[src/rtl/mio_bus_arbiter.sv]
// rtl/mio_bus_arbiter.sv - two-master round-robin arbiter for the shared memory/IO bus
// One transaction at a time; a watchdog ends stalled accesses with a bus error.
`timescale 1ns/1ps
module mio_bus_arbiter #(
  parameter int AW      = 32,
  parameter int TIMEOUT = 16
) (
  input  logic          clk,
  input  logic          reset_n,
  input  logic          cpu_rd,
  input  logic          cpu_wr,
  input  logic [AW-1:0] cpu_addr,
  input  logic [31:0]   cpu_wdata,
  output logic [31:0]   cpu_rdata,
  output logic          cpu_ready,
  input  logic          dev_rd,
  input  logic          dev_wr,
  input  logic [AW-1:0] dev_addr,
  input  logic [31:0]   dev_wdata,
  output logic [31:0]   dev_rdata,
  output logic          dev_ready,
  output logic          mem_rd,
  output logic          mem_wr,
  output logic [AW-1:0] mem_addr,
  output logic [31:0]   mem_wdata,
  input  logic [31:0]   mem_rdata,
  input  logic          mem_ack,
  output logic [1:0]    grant,
  output logic          bus_err,
  output logic [1:0]    state_out
);

  localparam logic [1:0] S_IDLE   = 2'b00;
  localparam logic [1:0] S_ACCESS = 2'b01;
  localparam logic [1:0] S_DONE   = 2'b10;
  localparam logic [7:0] TLIM     = 8'(TIMEOUT - 1);

  logic [1:0]    state;
  logic          last_dev;
  logic [7:0]    cnt;

  logic          cpu_pend;
  logic          dev_pend;
  logic          pick_dev;
  logic          sel_rd;
  logic          sel_wr;
  logic [AW-1:0] sel_addr;
  logic [31:0]   sel_wdata;

  assign state_out = state;

  // On a tie the master that did not own the bus last time wins.
  always_comb begin
    cpu_pend  = cpu_rd | cpu_wr;
    dev_pend  = dev_rd | dev_wr;
    pick_dev  = dev_pend & (~cpu_pend | ~last_dev);
    sel_rd    = pick_dev ? dev_rd    : cpu_rd;
    sel_wr    = pick_dev ? dev_wr    : cpu_wr;
    sel_addr  = pick_dev ? dev_addr  : cpu_addr;
    sel_wdata = pick_dev ? dev_wdata : cpu_wdata;
  end

  always_ff @(posedge clk or negedge reset_n) begin
    if (!reset_n) begin
      state     <= S_IDLE;
      grant     <= 2'b00;
      last_dev  <= 1'b1;
      cnt       <= 8'd0;
      mem_rd    <= 1'b0;
      mem_wr    <= 1'b0;
      mem_addr  <= '0;
      mem_wdata <= 32'h0;
      cpu_rdata <= 32'h0;
      dev_rdata <= 32'h0;
      cpu_ready <= 1'b0;
      dev_ready <= 1'b0;
      bus_err   <= 1'b0;
    end else begin
      case (state)
        S_IDLE: begin
          cpu_ready <= 1'b0;
          dev_ready <= 1'b0;
          bus_err   <= 1'b0;
          if (cpu_pend | dev_pend) begin
            state     <= S_ACCESS;
            grant     <= pick_dev ? 2'b10 : 2'b01;
            mem_addr  <= sel_addr;
            mem_wdata <= sel_wdata;
            mem_wr    <= sel_wr;
            mem_rd    <= sel_rd & ~sel_wr;
            cnt       <= 8'd0;
          end
        end

        S_ACCESS: begin
          cnt <= cnt + 8'd1;
          // Ack wins over the watchdog when both land in the same cycle.
          if (mem_ack || cnt == TLIM) begin
            if (mem_rd) begin
              if (grant[1]) dev_rdata <= mem_ack ? mem_rdata : 32'h0;
              else          cpu_rdata <= mem_ack ? mem_rdata : 32'h0;
            end
            bus_err   <= ~mem_ack;
            mem_rd    <= 1'b0;
            mem_wr    <= 1'b0;
            cpu_ready <= grant[0];
            dev_ready <= grant[1];
            state     <= S_DONE;
          end
        end

        S_DONE: begin
          cpu_ready <= 1'b0;
          dev_ready <= 1'b0;
          bus_err   <= 1'b0;
          last_dev  <= grant[1];
          grant     <= 2'b00;
          state     <= S_IDLE;
        end

        default: begin
          state     <= S_IDLE;
          grant     <= 2'b00;
          mem_rd    <= 1'b0;
          mem_wr    <= 1'b0;
          cpu_ready <= 1'b0;
          dev_ready <= 1'b0;
          bus_err   <= 1'b0;
        end
      endcase
    end
  end

endmodule

[config.mk]
export PLATFORM = sky130hd
export DESIGN_NAME = mio_bus_arbiter
export DESIGN_NICKNAME = d
export VERILOG_FILES = /design/src/rtl/mio_bus_arbiter.sv
export SDC_FILE = /design/constraint.sdc
export NUM_CORES = 1
export LEC_CHECK = 0
export BUFFER_PORTS_ARGS = -buffer_cell sky130_fd_sc_hd__buf_2
export CAP_MARGIN = 25
export CORE_MARGIN = 2
export CORE_UTILIZATION = 35
export DETAILED_ROUTE_END_ITERATION = 8
export PLACE_DENSITY_LB_ADDON = 0.12
export SLEW_MARGIN = 20
export SYNTH_ARGS = -nofsm -noshare
export SYNTH_HDL_FRONTEND = slang
export SYNTH_SLANG_ARGS = --single-unit
[constraint.sdc]
create_clock -name clk -period 4 [get_ports clk]
set_input_delay 0.8 -clock clk [delete_from_list [all_inputs] [get_ports clk]]
set_output_delay 0.8 -clock clk [all_outputs]
set_load 0.005 [all_outputs]
==> flow_summary.ini <==
[timing]
rsz0062_at_grt = false
slew_violations = 0
fmax_mhz = 395.8
timing.slew.headroom_pct = 47.30
fin_ws_ns = 1.473
setup_viol = 0
worst-slew-pin-transition_ns = 0.7905
finalHoldViolCount = 0
clock_skew_ns = 0.008232
fin_crit_ns = 2.527
setup_tns_ns = 0
fin_crit_sh_pct = 63.17

[setup_path]
cpPeakStageDelay_ns = 0.66
r2r_start = cnt[5]
timing.rr.end = dev_rdata[7]
crit_path_max_fanout = 32
criticalPathCategory = in -> reg
arrival_ns = 2.87
required_ns = 4.34
critPathCaptureType = register
crit_family = simple AND/OR/NAND/NOR gates
ff2ff_setup_slack_ns = 1.78
crit_path_start_kind = input pin
critical_path_buf_inv_count = 2
reg2reg_depth = 5
cp_cell_sequence = buf_2 -> nor4_2 -> or2_2 -> buf_4 -> a22oi_1 -> nand2_1
cp_slowest_cell = nor4_2

[cells_and_area]
final_cell_mix = buf_2, dfrtp_1, nand2_1
layout_commonest_cell = buf_2
register_area_um2 = 3655
final_layout_size_suffix_gt1_share_pct = 43.64
n_antenna_cell = 0
nFillCells = 1555
synthToLayoutAreaGrowth_pct = 39.08
multi_input_area_um2 = 1993
nets = 980

[synth]
synth_fa_ha_area_share_pct = 0.2144
synth_top_family_by_area = compound AO/OA/AOI/OAI gates
syn_nets = 684
synth-edff-count = 0
synthArstFlopShare_pct = 100.0
ys_ff_latch = 146
ys.flop_type = dfrtp_1
synthXorXnorAreaFrac_pct = 0
yosysWarnings = 0
ys_top_cells_by_area = dfrtp_1, a22o_1, nand2_1
ys_seq_area_share_pct = 62.62
synthMuxAreaShare_pct = 0.3430
synth_top_area_share_pct = 62.17
syn-cell-area_um2 = 5837
synth_largest_area_cell = dfrtp_1
ys_types = 41
synth.avg_cell_area_um2 = 11.31
synth_compound_area_share_pct = 21.29
synth_simple_gate_area_share_pct = 12.07
syn_inst = 516

[clock_network]
clock_latency_ns = 0.41
cts_setup_buffers = 0
root_buffer = clkbuf_16
holdBufCountCts = 0
cts.sinks = 146
cts_max_path_buffers = 2
path_clk_slew_ns = 0.06
htree_num_levels = 4
tritoncts = done
numCtsBuffers = 17
ctsResizeCount = 0

[power]
p_sw_share_pct = 34.73
combPwrFrac_pct = 36.2
p_leak_nw = 4.304
p_int_w = 0.004154
clkPwrFrac_pct = 24.0
power_density_nw_per_um2 = 784.0
vdd_drop_max_uv = 275.2
power_frac_seq_pct = 39.8
switchingPower_w = 0.002210

[grt]
grt_use_total_pct = 19.84
grt_pass1_vias = 5441
grt-ovfl-total = 0
grt_start_max_net_pins = 87
antenna_found_initial = 1
grt_pass1_wl_mm = 27.81

[die]
die_area_um2 = 17730
die_height_um = 133.1
die_w_um = 133.1
core_um2 = 16470
initial_utilization_pct = 35.45
fp-row-count = 47
io_pins = 304

[placed_design]
dp_worst_setup_slack_ns = 1.004
portBuffers = 303
place_hpwl_mm = 12.55
place_congestion = 0.7705

[detailed_routing]
first_pass_iters = 5
detail-route-antenna-nets = 0
routed_wl_mm = 17.49
wire_per_inst_um = 16.73
vias_per_cell = 5.035
drc = 0
vias = 5262
drtIter0Drc = 276

[hold_path]
hp-class = in -> async

[job]
maxCapViolCount = 0

[status]
outcome = finished clean
[registers in the layout, indices dropped and copies added, names as in the netlist, 2 cells and up]
register   flops
cpu_rdata     32
mem_wdata     32
state_out      2
mem_addr      32
grant          2
dev_rdata     32
cnt            8
[synthesized netlist by cell type (3+ instances only)]
master,number
nand3_1,5
nor2_1,8
dfrtp_1,145
a22o_1,63
nand2_1,136
a21oi_1,6
inv_1,3
buf_2,6
clkbuf_1,26
buf_8,3
or3_1,3
a22oi_1,64
or2_2,3
o21ai_0,11
[per-layer routing]
metal / global-route usage [%] / share of wire (%)
met1: 25.59 / 43
met2: 32.10 / 48
met3: 5.289 / 7.2
met4: 7.801 / 2.0
met5: 0 / 0.063
[metrics by stage]
step	hold slack [ns]	cell area, µm²	utilization (%)	std cells	total power (W)
finish	0.4319	8118	49.30	1045	0.006364
global route	0.4897	8118	49.30	1045	0.006824
CTS	0.4641	8118	49.30	1045	0.006447
detailed placement	0.4857	7547	45.84	1013	0.004886
global placement	0.4745	7547	45.84	1013	0.004830
floorplan	0.4533	5837	-	516	0.003759
[worst reg2reg max path, stage by stage, from the launching register on]
cell	delay (ns)
dfrtp_1	0.40
or4_4	0.56
o21ba_4	0.23
or3b_1	0.36
buf_4	0.25
a22o_2	0.31
[how the worst max path moves through the flow]
| stage | startpoint | endpoint | cells after the start |
|---|---|---|---|
| finish | dev_wr | mem_addr[26] | 6 |
| global route | dev_wr | mem_addr[26] | 6 |
| CTS | dev_wr | mem_addr[26] | 6 |
| detailed placement | dev_wr | mem_addr[26] | 6 |
| global placement | dev_wr | mem_addr[28] | 6 |
| floorplan | dev_wr | cnt[6] | 7 |
[layout make-up]
class                      instances  area share, %
inverter                           3         0.1387
multi-input combinational        329          24.55
tap                              220          3.391
sequential                       146          45.02
clock buffer                      17          5.240
clock inverter                    15          1.788
timing repair buffer             315          19.87
[power groups by stage]
stage	sequential [W]	combinational (W)	clock, W
floorplan	0.00257	0.00119	0
CTS	0.00253	0.00234	0.00157
detailed placement	0.00254	0.00235	0
global route	0.00262	0.00257	0.00163
finish	0.00253	0.00230	0.00153
global placement	0.00254	0.00229	0
[cell families (layout without fill, tap and decap cells)]
| logic type | after synthesis | in the layout |
|---|---|---|
| DFF | 146 | 146 |
| muxes | 2 | 2 |
| adders and majority gates | 1 | 1 |
| AOI/OAI and AO/OA | 158 | 158 |
| and+or+nand+nor | 168 | 168 |
| buffers and inverters | 41 | 350 |
No activity file was read; power rests on OpenSTA's default activity.
